<file path="src/rtl/tx_buf_serializer_pkg.sv">
// Shared types and constants for the CAN transmit-buffer serializer and its CRC helper.
package tx_buf_serializer_pkg;

    typedef enum logic [1:0] {StIdle, StInfo, StShift, StDone} state_t;

    typedef enum logic [2:0] {SrcZero, SrcOne, SrcByte, SrcRtr, SrcDlc} bit_src_t;

    typedef struct packed {
        bit_src_t   src;
        logic [2:0] idx;
        logic       load;
    } bit_sel_t;

    localparam logic [14:0] CRC_POLY    = 15'h4599;
    localparam int unsigned ADR_INFO    = 0;
    localparam int unsigned ADR_LAST    = 12;
    localparam int unsigned STD_HDR_LEN = 19;
    localparam int unsigned EXT_HDR_LEN = 39;

    // Source of header bit p; load marks the first bit taken from a fresh buffer byte.
    function automatic bit_sel_t hdr_bit(input logic ext, input logic [5:0] p);
        bit_sel_t s;
        s = '{src: SrcZero, idx: 3'd0, load: 1'b0};
        if (p >= 6'd1 && p <= 6'd8) begin
            s = '{src: SrcByte, idx: 3'(6'd8 - p), load: (p == 6'd1)};
        end else if (p >= 6'd9 && p <= 6'd11) begin
            s = '{src: SrcByte, idx: 3'(6'd16 - p), load: (p == 6'd9)};
        end else if (!ext) begin
            if (p == 6'd12) s.src = SrcRtr;
            else if (p >= 6'd15 && p <= 6'd18) s = '{src: SrcDlc, idx: 3'(6'd18 - p), load: 1'b0};
        end else begin
            if (p == 6'd12 || p == 6'd13) s.src = SrcOne;
            else if (p >= 6'd14 && p <= 6'd18) s = '{src: SrcByte, idx: 3'(6'd18 - p), load: 1'b0};
            else if (p >= 6'd19 && p <= 6'd26)
                s = '{src: SrcByte, idx: 3'(6'd26 - p), load: (p == 6'd19)};
            else if (p >= 6'd27 && p <= 6'd31)
                s = '{src: SrcByte, idx: 3'(6'd34 - p), load: (p == 6'd27)};
            else if (p == 6'd32) s.src = SrcRtr;
            else if (p >= 6'd35 && p <= 6'd38) s = '{src: SrcDlc, idx: 3'(6'd38 - p), load: 1'b0};
        end
        return s;
    endfunction

endpackage

</file>
<file path="src/rtl/can_crc15.sv">
// Serial CAN CRC-15 register (poly 0x4599, init 0); present only when CAN_TX_CRC_EN is defined.
`ifdef CAN_TX_CRC_EN
module can_crc15
    import tx_buf_serializer_pkg::*;
(
    input  logic        clk,
    input  logic        rst,
    input  logic        clear,
    input  logic        en,
    input  logic        bit_in,
    output logic [14:0] crc
);
    logic fb;
    assign fb = bit_in ^ crc[14];

    always_ff @(posedge clk or posedge rst) begin
        if (rst) begin
            crc <= '0;
        end else if (clear) begin
            crc <= '0;
        end else if (en) begin
            crc <= {crc[13:0], 1'b0} ^ (fb ? CRC_POLY : 15'h0);
        end
    end
endmodule
`endif

</file>
<file path="src/rtl/tx_buf_serializer.sv">
// Streams a CAN transmit buffer as unstuffed MSB-first frame bits over a valid/ack handshake.
// Define CAN_TX_CRC_EN to append the CRC-15 field.
module tx_buf_serializer
    import tx_buf_serializer_pkg::*;
#(
    parameter int unsigned ADR_W    = 4,
    parameter int unsigned DATA_MAX = 8
) (
    input  logic             clk,
    input  logic             rst,
    input  logic             tx_req,
    input  logic             abort,
    output logic [ADR_W-1:0] buf_adr,
    input  logic [7:0]       buf_data,
    input  logic             bit_ack,
    output logic             bit_valid,
    output logic             bit_out,
    output logic             bit_last,
    output logic             busy,
    output logic             done
);
`ifdef CAN_TX_CRC_EN
    localparam int unsigned CRC_LEN = 15;
`else
    localparam int unsigned CRC_LEN = 0;
`endif
    localparam int unsigned POS_W = $clog2(EXT_HDR_LEN + 8 * DATA_MAX + CRC_LEN + 1);
    typedef logic [POS_W-1:0] pos_t;

    state_t     state;
    logic       ff_q, rtr_q, bit_q;
    logic [3:0] dlc_q;
    logic [7:0] byte_q;
    pos_t       pos_q;

    pos_t       n_bytes, hdr_len, data_end, total_len, pos_nxt;
    logic [2:0] rel_bit;
    bit_sel_t   sel;
    logic [7:0] view;
    logic       nxt_bit;

    always_comb begin
        n_bytes   = rtr_q ? '0 : ((32'(dlc_q) > DATA_MAX) ? pos_t'(DATA_MAX) : pos_t'(dlc_q));
        hdr_len   = ff_q ? pos_t'(EXT_HDR_LEN) : pos_t'(STD_HDR_LEN);
        data_end  = hdr_len + (n_bytes << 3);
        total_len = data_end + pos_t'(CRC_LEN);
        pos_nxt   = (pos_q == '1) ? pos_q : pos_q + pos_t'(1);
        rel_bit   = 3'(pos_nxt - hdr_len);
        sel       = hdr_bit(ff_q, 6'(pos_nxt));
        if (pos_nxt >= hdr_len) begin
            sel.src  = SrcByte;
            sel.idx  = 3'd7 - rel_bit;
            sel.load = (rel_bit == 3'd0) && (pos_nxt < data_end);
        end
        // A fresh byte is used straight off the read port in the cycle it is latched.
        view = sel.load ? buf_data : byte_q;
        case (sel.src)
            SrcOne:  nxt_bit = 1'b1;
            SrcByte: nxt_bit = view[sel.idx];
            SrcRtr:  nxt_bit = rtr_q;
            SrcDlc:  nxt_bit = dlc_q[sel.idx[1:0]];
            default: nxt_bit = 1'b0;
        endcase
    end

    always_ff @(posedge clk or posedge rst) begin
        if (rst) begin
            state     <= StIdle;
            ff_q      <= 1'b0;
            rtr_q     <= 1'b0;
            dlc_q     <= 4'd0;
            byte_q    <= 8'd0;
            pos_q     <= '0;
            bit_q     <= 1'b0;
            buf_adr   <= '0;
            bit_valid <= 1'b0;
            bit_last  <= 1'b0;
            busy      <= 1'b0;
            done      <= 1'b0;
        end else begin
            case (state)
                StIdle: begin
                    done    <= 1'b0;
                    buf_adr <= ADR_W'(ADR_INFO);
                    if (tx_req && !abort) begin
                        state <= StInfo;
                        busy  <= 1'b1;
                    end
                end
                StInfo: begin
                    if (abort) begin
                        state <= StIdle;
                        busy  <= 1'b0;
                    end else begin
                        ff_q      <= buf_data[7];
                        rtr_q     <= buf_data[6];
                        dlc_q     <= buf_data[3:0];
                        pos_q     <= '0;
                        bit_q     <= 1'b0;
                        bit_valid <= 1'b1;
                        bit_last  <= 1'b0;
                        buf_adr   <= ADR_W'(ADR_INFO + 1);
                        state     <= StShift;
                    end
                end
                StShift: begin
                    if (abort || (bit_ack && bit_last)) begin
                        state     <= abort ? StIdle : StDone;
                        done      <= !abort;
                        bit_valid <= 1'b0;
                        bit_last  <= 1'b0;
                        bit_q     <= 1'b0;
                        busy      <= 1'b0;
                        buf_adr   <= '0;
                    end else if (bit_ack) begin
                        pos_q    <= pos_nxt;
                        bit_q    <= nxt_bit;
                        bit_last <= (pos_nxt == total_len - pos_t'(1));
                        if (sel.load) begin
                            byte_q <= buf_data;
                            if (buf_adr != ADR_W'(ADR_LAST)) buf_adr <= buf_adr + ADR_W'(1);
                        end
                    end
                end
                StDone: begin
                    done  <= 1'b0;
                    state <= StIdle;
                end
                default: state <= StIdle;
            endcase
        end
    end

`ifdef CAN_TX_CRC_EN
    logic [14:0] crc;
    logic        in_crc_q;
    logic [3:0]  crc_idx_q;

    can_crc15 u_crc (
        .clk    (clk),
        .rst    (rst),
        .clear  (state == StInfo),
        .en     (state == StShift && bit_ack && !abort && !in_crc_q),
        .bit_in (bit_q),
        .crc    (crc)
    );

    // CRC bits come straight from the frozen CRC register once the data field is done.
    assign bit_out = in_crc_q ? crc[crc_idx_q] : bit_q;

    always_ff @(posedge clk or posedge rst) begin
        if (rst) begin
            in_crc_q  <= 1'b0;
            crc_idx_q <= 4'd0;
        end else if (state != StShift || abort || (bit_ack && bit_last)) begin
            in_crc_q  <= 1'b0;
            crc_idx_q <= 4'd0;
        end else if (bit_ack && pos_nxt >= data_end) begin
            in_crc_q  <= 1'b1;
            crc_idx_q <= !in_crc_q ? 4'd14 : (crc_idx_q != 4'd0 ? crc_idx_q - 4'd1 : 4'd0);
        end
    end
`else
    assign bit_out = bit_q;
`endif

endmodule

</file>
<file path="config.mk">
export PLATFORM = sky130hd
export DESIGN_NAME = tx_buf_serializer
export DESIGN_NICKNAME = d
export VERILOG_FILES = /design/src/rtl/tx_buf_serializer_pkg.sv /design/src/rtl/can_crc15.sv /design/src/rtl/tx_buf_serializer.sv
export SDC_FILE = /design/constraint.sdc
export NUM_CORES = 1
export LEC_CHECK = 0
export CAP_MARGIN = 25
export CORE_ASPECT_RATIO = 0.6
export CORE_MARGIN = 5
export CORE_UTILIZATION = 58
export CTS_BUF_LIST = sky130_fd_sc_hd__clkbuf_4 sky130_fd_sc_hd__clkbuf_8
export DETAILED_ROUTE_END_ITERATION = 6
export PLACE_DENSITY_LB_ADDON = 0.1
export SLEW_MARGIN = 40
export SYNTH_ARGS = -nofsm -noshare
export SYNTH_HDL_FRONTEND = slang
export SYNTH_SLANG_ARGS = --single-unit
</file>
<file path="constraint.sdc">
create_clock -name clk -period 6.7 [get_ports clk]
set_input_delay 1.005 -clock clk [delete_from_list [all_inputs] [get_ports clk]]
set_output_delay 1.005 -clock clk [all_outputs]
set_load 0.005 [all_outputs]
</file>
; Word level (Yosys, flattened, before mapping)
; Cells that the tools add are included.
; W data, S select, Z words.
[op_classes]
n_bitwise = 2
n_lt_le_gt_ge = 18
n_eq_ne = 26
n_reduce_logical = 28
n_addsub = 12
n_mux = 55
[op_table]
columns = cell, count
row1 = $mux W7, 13
row2 = $mux W4, 10
row3 = $eq A6 B4 Y1 const B, 3
row4 = $ge A6 B4 Y1 const B, 3
row5 = $le A6 B5 Y1 const B, 3
row6 = $pmux W7 S2, 1
row7 = $eq A6 B5 Y1 const B, 2
row8 = $ge A6 B5 Y1 const B, 2
row9 = $le A6 B4 Y1 const B, 2
row10 = $mux W1, 12
row11 = $ne A2 B2 Y1 const B, 6
row12 = $pmux W4 S3, 1
row13 = $logic_and A1 B1 Y1, 10
row14 = $mux W3, 3
row15 = $ne A3 B3 Y1 const B, 3
row16 = $reduce_and A3 Y1, 3
row17 = $sub A2 B3 Y3 const A, 3
row18 = $mux W2, 4
row19 = $mux W8, 1
row20 = $pmux W1 S2, 4
row21 = $pmux W2 S4, 1
row22 = $reduce_and A4 Y1, 2
row23 = $add A6 B7 Y7, 1
row24 = $add A7 B1 Y7 const B, 1
row25 = 38 further kinds, 47
[totals]
register_bits = 32
output_inout_bits = 9

; Longest topological paths before layout
; Gate-level depths: netlist (run 1).
[logic_depth]
word_depth = 21
ltp_mapped = 18
mapped_depth_nobuf = 15

; Least setup slack after synthesis (run 1)
; No wires, ideal clock.
[synth_path]
path_kind = register to register
start = reg pos_q[1]
end = reg bit_q (netlist: bit_out)
arrival_time_ps = 3604
stages_incl_launch_ff = 18
synth_period_minus_slack_ps = 3741
path_slack_ps = 2959
required_time_ps = 6563
path_cell_list = dfrtp_1 > ha_1 > buf_2 > and4_4 > nand3_2 > xnor2_1 > inv_1 > ha_1 > inv_1 > or4_4 > a311oi_2 > a21oi_1 > a21o_1 > buf_6 > mux2_4 > o221a_1 > o21ai_1 > nand3_1
[synth_between]
elab_chain_cells = 20
[synth_rtl]
columns = item, line_no
row1 = "start, declared", tx_buf_serializer.sv:34  ; pos_t pos_q;
row2 = "start signal, assigned", tx_buf_serializer.sv:116  ; pos_q <= pos_nxt;
row3 = $add A7 B1 Y7 or $eq A7 B7 Y1 (tied branches), tx_buf_serializer.sv:47  ; pos_nxt = (pos_q == '1) ? pos_q : pos_q + pos_t'(1);
row4 = $mux W7 *, tx_buf_serializer.sv:47
row5 = $ge A6 B6 Y1 or $le A6 B6 Y1 (tied branches), tx_buf_serializer_pkg.sv:39  ; else if (p >= 6'd35 && p <= 6'd38) s = '{src: SrcDlc, idx: 3'(6'd38 - p), load: 1'b0};
row6 = $logic_and A1 B1 Y1, tx_buf_serializer_pkg.sv:39
row7 = $mux W7, tx_buf_serializer_pkg.sv:39
row8 = $mux W4, tx_buf_serializer_pkg.sv:38  ; else if (p == 6'd32) s.src = SrcRtr;
row9 = $mux W7, tx_buf_serializer_pkg.sv:36  ; else if (p >= 6'd27 && p <= 6'd31)
row10 = $mux W7, tx_buf_serializer_pkg.sv:34  ; else if (p >= 6'd19 && p <= 6'd26)
row11 = [4 not listed], --
row12 = $mux W7, tx_buf_serializer_pkg.sv:24  ; if (p >= 6'd1 && p <= 6'd8) begin
row13 = $mux W7 *, tx_buf_serializer.sv:50  ; if (pos_nxt >= hdr_len) begin
row14 = $bmux W1 S3 or $bmux W1 S2 (tied branches), "tx_buf_serializer.sv:59, tx_buf_serializer.sv:61"
row15 = $mux W1 (on tied branches), "tx_buf_serializer.sv:59, tx_buf_serializer.sv:61"
row16 = $pmux W1 S4 *, tx_buf_serializer.sv:57  ; case (sel.src)
row17 = $mux W1 *, tx_buf_serializer.sv:115  ; end else if (bit_ack) begin
row18 = $mux W1 *, tx_buf_serializer.sv:107  ; if (abort || (bit_ack && bit_last)) begin
row19 = $pmux W1 S2 *, tx_buf_serializer.sv:81  ; case (state)
row20 = "end signal, assigned", tx_buf_serializer.sv:117  ; bit_q <= nxt_bit;
row21 = "end, declared", tx_buf_serializer.sv:31  ; logic ff_q, rtr_q, bit_q;
; Every way passes the cells marked *; elsewhere a longest branch is shown, timed or not. The select of a mux whose other input is x is not followed.
; A chain may end at the register's enable or synchronous reset.

; Worst setup path in the final report (run 1)
[layout_path]
start = reg pos_q[0]
end = reg bit_q (netlist: bit_out)
; The elaborated chain is that of the path after synthesis.

==> results.ini, run 1 <==
[outcome]
outcome = finished, final reports clean

[pwr]
peakVddDrop_v = 0.0001728
internal-power_uw = 574.4
seq_power_share_pct = 30.9
power_frac_comb_pct = 50.5
p_sw_share_pct = 43.33
p_sw_uw = 439.2
p_clk_share_pct = 18.6
power_leakage_uw = 0.001386
total_power_uw = 1014
powerDensity_nw_per_um2 = 312.4

[routing]
dr.pass1.iters = 5
routed_wl_um = 7867
num_vias = 2832
wl_per_cell_um = 18.25
ant_nets = 0
dr_wl_met3_um = 1061
wl_met2_um = 2894
drc = 0
drt_iter0_drc = 417
viasPerCell = 6.571
top_layer = met4
met1Wirelength_um = 3823

[synthesis]
synth-xor-area-share_pct = 1.506
synth_top_family_by_area = compound AO/OA/AOI/OAI gates
muxShareOfSynthArea_pct = 7.616
syn_nets = 381
syn-instance-count = 347
synth-edff-count = 0
synthAdderAreaFrac_pct = 9.294
syn_avg_cell_area_um2 = 8.380
yosys.area_share.simple_pct = 23.75
ys_types = 70
synth_compound_area_share_pct = 25.00
ys_ff_latch = 32
yosys_most_used_dff = dfrtp_1
async_flop_share_pct = 100.0
synth_area_um2 = 2908
yosysWarningCount = 0
yosysSeqAreaShare_pct = 27.54

[finish]
layout_commonest_cell = nand2_1
area.sequential_um2 = 800.8
final_cell_mix = 43 x nand2_1, 32 x dfrtp_1, 28 x o21ai_0, 23 x nor2_1, 21 x clkdlybuf4s50_1
multi_input_area_um2 = 1953
final_core_util_pct = 65.48
fin_nets = 398
n_fill_cell = 412
area_delta_synth_final_pct = 11.57
drive_gt1_share_pct = 10.14
num_antenna_cells = 0

[die]
die_width_um = 101.4
die_h_um = 64.85
coreArea_um2 = 4955
rows = 20
die_area_um2 = 6576
start_util_pct = 58.69
num_io_pins = 22

[timing]
finalMaxSlewViolations = 0
hold_violations = 0
rsz0062_at_grt = false
worstMarginPinSlew_ps = 772.5
skew_ps = 5.969
maxSlewHeadroom_pct = 48.39
fin_crit_sh_pct = 70.15
period_needed_ps = 4700
setup_viol = 0
fin_setup_tns_ps = 0
hold_ws_ps = 506.5
clock.fmax_mhz = 212.8

[setup_path]
r2r_start = pos_q[0]$_DFFE_PP0P_
critPathMaxFanout = 12
cp_slowest_cell = or4_4
worstSetupPathType = flop to flop
crit_path_start = pos_q[0]$_DFFE_PP0P_
crit_path_end_kind = flop
cp_data_arrival_time_ps = 4860
required_ps = 6860
worstPathCellList = ha_1 > and4_4 > nand3_2 > xnor2_1 > inv_1 > ha_1 > inv_1 > or4_4 > a311oi_2 > a21oi_1 > a21oi_1 > mux2i_1 > nor3_1 > o311ai_0 > nand3_1
start_kind = flop
max_stage_delay_ps = 560

[placement]
dp_hpwl_um = 6073
port_buffers = 21
gp_congestion = 1.040

[clock_tree]
clkTransAtPathRegs_ps = 70
numCtsBuffers = 5
cts-root-buf = clkbuf_8
clk_path_buf_depth = 2
cts_tree = built
post_cts_resized = 0
cts_hold_buf = 0
clock_latency_ps = 290
clock_sinks = 32
post_cts_buffers = 0
cts_max_level = 2

[global_route]
grt_pass1_wl_um = 12970
antenna_found_initial = 0
overflow = 0
grt_usage_pct = 25.31
grt_max_degree = 33
grt_pass1_vias = 2503

[min_path]
worstHoldStart = byte_q[6]$_DFFE_PP0P_
hold_class = flop to flop

[job]
maxCapViolCount = 0

power groups by stage:
| stage | Combinational (uW) | Clock, uW | Sequential, uW |
|---|---|---|---|
| after floorplan | 388 | 0 | 290 |
| after global placement | 493 | 0 | 313 |
| after detailed placement | 497 | 0 | 313 |
| after CTS | 501 | 190 | 310 |
| after global routing | 563 | 201 | 322 |
| final | 512 | 188 | 313 |
worst max-delay path: cells and delay by family (launching register included):
kind / cells / cell delay (ps)
compound gates: 4 / 1430
simple gates: 5 / 1170
fa+ha+maj: 2 / 690
flops: 1 / 550
buf+inv: 2 / 280
mux: 1 / 240
xor+xnor: 1 / 210
final cells by class:
cell class,count,share of cell area [%]
clock buffer,5,2.121
clock inverter,3,1.311
inverter,21,2.430
multi-input combinational,282,60.20
sequential,32,24.68
tap,66,2.545
timing repair buffer,22,6.710
path summary, 6_finish.rpt:
kind / to / slack, ps / cells after the start
max reg2reg: bit_out$_DFFE_PP0P_ / 2000 / 15
min in group asynchronous: byte_q[6]$_DFFE_PP0P_ / 1090 / 3
max in group asynchronous: pos_q[4]$_DFFE_PP0P_ / 5310 / 3
min: byte_q[6]$_DFFE_PP0P_ / 510 / 1
min reg2reg: byte_q[6]$_DFFE_PP0P_ / 510 / 1
max: bit_out$_DFFE_PP0P_ / 2000 / 15
kinds of logic (layout without fill, tap and decap cells):
logic type,count (synthesis),after routing
muxes,20,20
AOI/OAI and AO/OA,102,102
adders and majority gates,21,21
and+or+nand+nor,134,134
buffers and inverters,33,51
DFF,32,32
xor gates and xnor gates,5,5
cells in the mapped netlist, drive strengths merged, types with 2 or more instances:
master	instances	area (um2)
xnor2	5	43.79
a21oi	15	75.07
a21o	6	45.04
mux2i	6	60.06
a211o	2	17.52
nor3	6	30.03
a22o	4	35.03
nor4	2	12.51
and2	6	37.54
nand3	17	90.09
nor2	24	97.59
ha	20	250.2
nor3b	2	20.02
a22oi	2	15.01
o31ai	2	15.01
a311oi	2	23.77
buf	10	67.56
nand4	9	56.30
nand4b	2	17.52
a31oi	7	43.79
inv	21	78.83
o211a	3	37.54
clkbuf	2	7.510
nor2b	4	25.02
nand2b	5	31.28
and4	2	20.02
o41ai	2	17.52
nand3b	4	30.03
o21ai	30	150.1
or4	2	18.77
mux2	14	161.4
nand2	43	161.4
o211ai	6	63.81
and3	5	36.28
a211oi	4	30.03
dfrtp	32	800.8
routing by layer:
metal,up-vias,track usage [%]
met2,178,30.70
met4,0,5.970
li1,1327,-
met5,-,0
met3,12,8.172
met1,1315,41.27
metrics by stage:
stage	cell area [um2]	setup WS (ps)	std cells
floorplan	2908	2959	347
global placement	3133	2215	423
detailed placement	3133	2117	423
CTS	3244	2094	431
global route	3244	1727	431
finish	3244	2000	431
registers in the layout (all words and copies together), names as in the netlist, 2 cells and up:
name     cells
byte_q       8
dlc_q        4
pos_q        7
state        2
buf_adr      4
Note: power is estimated with default switching activity, not from simulation.
==> run 2: changes to the inputs <==
==> constraint.sdc (replaced) <==
create_clock -name clk -period 4.4 [get_ports clk]
set_input_delay 0.66 -clock clk [delete_from_list [all_inputs] [get_ports clk]]
set_output_delay 0.66 -clock clk [all_outputs]
set_load 0.005 [all_outputs]
==> results.ini, run 2 (synthesis results as in run 1) <==
[outcome]
outcome = finished, final reports clean  ; unchanged

[global_route]
overflow = 0  ; unchanged
grt_pass1_vias = 2550  ; was 2503
grt_pass1_wl_um = 13340  ; was 12970 um
grt_max_degree = 33  ; unchanged
grt_usage_pct = 26.39  ; was 25.31%
antenna_found_initial = 0  ; unchanged

[routing]
ant_nets = 0  ; unchanged
drt_iter0_drc = 379  ; was 417
drc = 0  ; unchanged
num_vias = 2833  ; was 2832
viasPerCell = 6.468  ; was 6.571
routed_wl_um = 8143  ; was 7867 um
wl_per_cell_um = 18.59  ; was 18.25 um
dr.pass1.iters = 5  ; unchanged

[timing]
setup_viol = 0  ; unchanged
hold_violations = 0  ; unchanged
clock.fmax_mhz = 241.3  ; was 212.8 MHz
fin_crit_sh_pct = 94.18  ; was 70.15%
finalMaxSlewViolations = 0  ; unchanged
maxSlewHeadroom_pct = 48.24  ; was 48.39%
period_needed_ps = 4144  ; was 4700 ps
hold_ws_ps = 508.0  ; was 506.5 ps
rsz0062_at_grt = false  ; unchanged
worstMarginPinSlew_ps = 774.8  ; was 772.5 ps
skew_ps = 8.937  ; was 5.969 ps
fin_setup_tns_ps = 0  ; unchanged

[finish]
largest_reg_flops = 8  ; unchanged
n_fill_cell = 434  ; was 412
top_register = byte_q  ; unchanged
reg_top3 = byte_q x8, pos_q x7  ; unchanged
num_antenna_cells = 0  ; unchanged
fin_nets = 405  ; was 398
area_delta_synth_final_pct = 14.54  ; was 11.57%
final_cell_mix = 43 x nand2_1, 32 x dfrtp_1, 28 x o21ai_0, 23 x nor2_1, 21 x clkdlybuf4s50_1  ; unchanged
layout_commonest_cell = nand2_1  ; unchanged
drive_gt1_share_pct = 12.37  ; was 10.14%

[min_path]
hold_depth = 1  ; unchanged
hold_class = flop to flop  ; unchanged
hold_end = byte_q[0]$_DFFE_PP0P_  ; was byte_q[6]$_DFFE_PP0P_
worstHoldStart = byte_q[0]$_DFFE_PP0P_  ; was byte_q[6]$_DFFE_PP0P_

[clock_tree]
cts_tree = built  ; unchanged
clkTransAtPathRegs_ps = 70  ; about the same
clock_latency_ps = 300  ; was 290 ps
post_cts_buffers = 0  ; unchanged
numCtsBuffers = 5  ; unchanged
cts-root-buf = clkbuf_8  ; unchanged
clock_sinks = 32  ; unchanged
clk_path_buf_depth = 2  ; unchanged
cts_max_level = 2  ; unchanged

[setup_path]
cp_slowest_cell = dfrtp_1  ; was or4_4
r2r_start = pos_q[4]$_DFFE_PP0P_  ; was pos_q[0]$_DFFE_PP0P_
path_delay_family = compound AO/OA/AOI/OAI gates  ; unchanged
critPathMaxFanout = 16  ; was 12
r2r_cells = 14  ; was 15
crit_cells = 14  ; was 15
max_stage_delay_ps = 660  ; was 560 ps
worstPathCellList = and4_4 > nand3_2 > xnor2_1 > inv_1 > ha_1 > inv_1 > or4_4 > a311oi_2 > a21oi_1 > a21o_1 > a2111oi_1 > a41oi_1 > a31oi_1 > nand3_1  ; was ha_1 > and4_4 > nand3_2 > xnor2_1 > inv_1 > ha_1 > inv_1 > or4_4 > a311oi_2 > a21oi_1 > a21oi_1 > mux2i_1 > nor3_1 > o311ai_0 > nand3_1
required_ps = 4570  ; was 6860 ps
cp_data_arrival_time_ps = 4310  ; was 4860 ps
start_kind = flop  ; unchanged
crit_buf_inv = 2  ; unchanged
critPathMostFrequentCell = inv_1
rrSetupSlack_ps = 260  ; was 2000 ps
worstSetupPathType = flop to flop  ; unchanged
crit_path_end_kind = flop  ; unchanged
r2r_end = bit_out$_DFFE_PP0P_  ; unchanged

[die]
die_h_um = 64.85  ; unchanged
coreArea_um2 = 4955  ; unchanged
die_area_um2 = 6576  ; unchanged
num_io_pins = 22  ; unchanged
rows = 20  ; unchanged
start_util_pct = 58.69  ; unchanged
die_width_um = 101.4  ; unchanged

[placement]
gp_congestion = 0.9940  ; was 1.040
dp_hpwl_um = 6336  ; was 6073 um
port_buffers = 21  ; unchanged

[pwr]
peakVddDrop_v = 0.0002543  ; was 0.0001728 V
power_leakage_uw = 0.001431  ; was 0.001386 uW
powerDensity_nw_per_um2 = 484.2  ; was 312.4 nW/um2

[job]
maxCapViolCount = 0  ; unchanged

-- run 2: changes by cell type in the layout (fill, tap and decap cells not counted), sizes merged --
| cell | delta |
|---|---|
| buf | +7 |
| clkinv | -1 |
| clkinvlp | -1 |
| clkbuf | +2 |
-- run 2: stage by stage --
stage               area [um2]  instances  setup slack (ps)  util [%]  total power, uW
floorplan                 2908        347             659.1         -             1032
global placement          3186        430             342.0     64.29             1250
detailed placement        3186        430             165.2     64.29             1264
CTS                       3312        438             155.4     66.84             1591
global route              3331        438             5.519     67.22             1723
finish                    3331        438             256.1     67.22             1613
-- run 2: where the power goes --
group          internal, uW  switching (uW)  total, uW
clock                   200             124        324
sequential              385            84.5        469
combinational           343             477        820
total                   928             685       1610
-- run 2: worst max-delay path by stage --
stage	startpoint	to	slack, ps
floorplan	pos_q[1]$_DFFE_PP0P_	bit_out$_DFFE_PP0P_	660
global placement	pos_q[1]$_DFFE_PP0P_	bit_out$_DFFE_PP0P_	340
detailed placement	pos_q[1]$_DFFE_PP0P_	bit_out$_DFFE_PP0P_	170
CTS	pos_q[1]$_DFFE_PP0P_	bit_out$_DFFE_PP0P_	160
global route	pos_q[4]$_DFFE_PP0P_	bit_out$_DFFE_PP0P_	6
finish	pos_q[4]$_DFFE_PP0P_	bit_out$_DFFE_PP0P_	260
-- run 2: metal layers --
metal / share of wire, % / track usage, % / routed length (um)
met1: 50 / 42.98 / 4034
met2: 37 / 31.51 / 3013
met3: 12 / 7.849 / 1007
met4: 1.1 / 8.292 / 87
met5: 0 / 0 / 0
-- run 2: repair_timing --
action,4_1_cts,5_1_grt
setup endpoints to repair,0,3
gates resized for setup,0,4
hold buffers,0,0
-- run 2: worst reg2reg max path: cells and delay by family (launching register included) --
| kind | cells | cell delay (ps) |
|---|---|---|
| compound gates | 6 | 1530 |
| xor+xnor | 1 | 210 |
| fa+ha+maj | 1 | 230 |
| buf+inv | 2 | 280 |
| flops | 1 | 660 |
| simple gates | 4 | 1100 |
-- run 2: cell type report --
type / count / area (um2) / share of cell area, %
inverter: 21 / 78.83 / 2.367
multi-input combinational: 282 / 1972 / 59.20
sequential: 32 / 800.8 / 24.04
clock buffer: 7 / 96.34 / 2.893
clock inverter: 1 / 30.03 / 0.9016
timing repair buffer: 29 / 270.3 / 8.114
tap: 66 / 82.58 / 2.479
==> run 3: changes to the inputs <==
--- a/config.mk
+++ b/config.mk
@@ -7,7 +7,7 @@
 export LEC_CHECK = 0
 export CAP_MARGIN = 25
 export CORE_ASPECT_RATIO = 0.6
-export CORE_MARGIN = 5
+export CORE_MARGIN = 4
 export CORE_UTILIZATION = 58
 export CTS_BUF_LIST = sky130_fd_sc_hd__clkbuf_4 sky130_fd_sc_hd__clkbuf_8
 export DETAILED_ROUTE_END_ITERATION = 6
==> results.ini, run 3 (synthesis results as in run 1) <==
[finish]
drive_gt1_share_pct = 13.14  ; was 12.37%
multi_input_area_um2 = 1977  ; was 1972 um2
final_cell_mix = 43 x nand2_1, 31 x dfrtp_1, 28 x o21ai_0, 23 x nor2_1, 21 x clkdlybuf4s50_1  ; was 43 x nand2_1, 32 x dfrtp_1, 28 x o21ai_0, 23 x nor2_1, 21 x clkdlybuf4s50_1
area_delta_synth_final_pct = 14.37  ; was 14.54%
final_area_um2 = 3326  ; was 3331 um2
reg_top3 = byte_q x8, pos_q x7  ; unchanged
n_fill_cell = 371  ; was 434
final_core_util_pct = 70.65  ; was 67.22%
area.sequential_um2 = 802.0  ; was 800.8 um2
layout_commonest_cell = nand2_1  ; unchanged
top_register = byte_q  ; unchanged
fin_nets = 406  ; was 405
num_antenna_cells = 0  ; unchanged
largest_reg_flops = 8  ; unchanged

[pwr]
peakVddDrop_v = 0.0003221  ; was 0.0002543 V
powerDensity_nw_per_um2 = 473.3  ; was 484.2 nW/um2
power_leakage_uw = 0.001428  ; was 0.001431 uW

[setup_path]
crit_path_end_kind = flop  ; unchanged
start_kind = flop  ; unchanged
required_ps = 4560  ; was 4570 ps
critPathMaxFanout = 11  ; was 16
cp_data_arrival_time_ps = 4350  ; was 4310 ps
worstSetupPathType = flop to flop  ; unchanged

[clock_tree]
numCtsBuffers = 5  ; unchanged
clk_path_buf_depth = 2  ; unchanged
cts_hold_buf = 0  ; unchanged
clock_sinks = 32  ; unchanged
cts-root-buf = clkbuf_8  ; unchanged
cts_tree = built  ; unchanged
post_cts_buffers = 0  ; unchanged
clock_latency_ps = 290  ; was 300 ps
clkTransAtPathRegs_ps = 80  ; was 70 ps
post_cts_resized = 0  ; unchanged
cts_max_level = 2  ; unchanged

[timing]
skew_ps = 10.72  ; was 8.937 ps
clock.fmax_mhz = 238.8  ; was 241.3 MHz
period_needed_ps = 4187  ; was 4144 ps
setup_ws_ps = 212.6  ; was 256.1 ps
hold_violations = 0  ; unchanged
fin_crit_sh_pct = 95.17  ; was 94.18%
finalMaxSlewViolations = 0  ; unchanged
maxSlewHeadroom_pct = 49.60  ; was 48.24%
fin_setup_tns_ps = 0  ; unchanged
worstMarginPinSlew_ps = 751.0  ; was 774.8 ps
setup_viol = 0  ; unchanged

[global_route]
overflow = 0  ; unchanged
grt_max_degree = 33  ; unchanged
grt_usage_pct = 27.30  ; was 26.39%
grt_pass1_wl_um = 13700  ; was 13340 um
antenna_found_initial = 0  ; unchanged
grt_pass1_vias = 2673  ; was 2550

[die]
die_h_um = 62.85  ; was 64.85 um
num_io_pins = 22  ; unchanged
die_area_um2 = 6247  ; was 6576 um2
rows = 19  ; was 20
die_width_um = 99.41  ; was 101.4 um
coreArea_um2 = 4707  ; was 4955 um2
start_util_pct = 61.78  ; was 58.69%

[routing]
routed_wl_um = 8234  ; was 8143 um
drc = 0  ; unchanged
ant_nets = 0  ; unchanged
wl_per_cell_um = 18.89  ; was 18.59 um
dr.pass1.iters = 5  ; unchanged
viasPerCell = 6.667  ; was 6.468
drt_iter0_drc = 318  ; was 379
num_vias = 2907  ; was 2833

[placement]
dpl-instance-area_um2 = 3189  ; was 3186 um2
port_buffers = 21  ; unchanged
dpl_worst_slack_ps = 141.9  ; was 165.2 ps
gp_congestion = 1.138  ; was 0.9940
dp_hpwl_um = 6358  ; was 6336 um

[min_path]
hold_class = flop to flop  ; unchanged

[job]
maxCapViolCount = 0  ; unchanged

[outcome]
outcome = finished, final reports clean  ; unchanged

run 3: changes by cell type in the layout (fill, tap and decap cells not counted), sizes merged:
cell,change
clkbuf,-2
buf,+1
clkinvlp,+1
clkinv,+1
run 3: metrics by stage:
step                total power, uW  cells  hold slack, ps
global route                   1694    436           544.2
global placement               1244    428           489.1
floorplan                      1032    347           475.2
finish                         1574    436           507.2
CTS                            1544    436           511.1
detailed placement             1251    428           492.9
run 3: metal layers:
layer / track usage (%) / vias up / wire length, um
met5: 0 / - / 0
met2: 35.87 / 167 / 3261
met4: 4.089 / 0 / 96
met1: 42.70 / 1380 / 3860
met3: 9.699 / 14 / 1016
li1: - / 1346 / -
run 3: power breakdown:
group | internal [uW] | switching [uW]
logic | 339 | 483
registers | 385 | 79.5
clock network | 168 | 120
total | 891 | 683
run 3: worst max-delay path, stage by stage, from the launching register on:
cell	delay (ps)
dfrtp_1	450
ha_4	240
and4_4	270
nand3_2	110
xnor2_1	210
inv_1	150
ha_1	240
inv_1	140
or4_4	570
a311oi_2	430
a21oi_1	180
a21o_1	310
mux2_4	340
o221a_1	240
o21ai_1	110
nand3_1	80
run 3: path summary, 6_finish.rpt:
kind | start | to | slack [ps] | cells past startpoint
max | pos_q[1]$_DFFE_PP0P_ | bit_out$_DFFE_PP0P_ | 210 | 15
min | byte_q[6]$_DFFE_PP0P_ | byte_q[6]$_DFFE_PP0P_ | 510 | 1
max reg2reg | pos_q[1]$_DFFE_PP0P_ | bit_out$_DFFE_PP0P_ | 210 | 15
min reg2reg | byte_q[6]$_DFFE_PP0P_ | byte_q[6]$_DFFE_PP0P_ | 510 | 1
max in group asynchronous | rst | pos_q[4]$_DFFE_PP0P_ | 3300 | 3
min in group asynchronous | rst | pos_q[0]$_DFFE_PP0P_ | 750 | 3
run 3: cell type report:
class | instances | share of cell area [%]
Sequential cell | 32 | 24.12
Inverter | 21 | 2.370
Timing Repair Buffer | 30 | 8.352
Multi-Input combinational cell | 282 | 59.44
Clock inverter | 3 | 1.279
Clock buffer | 5 | 2.069
Tap cell | 63 | 2.370
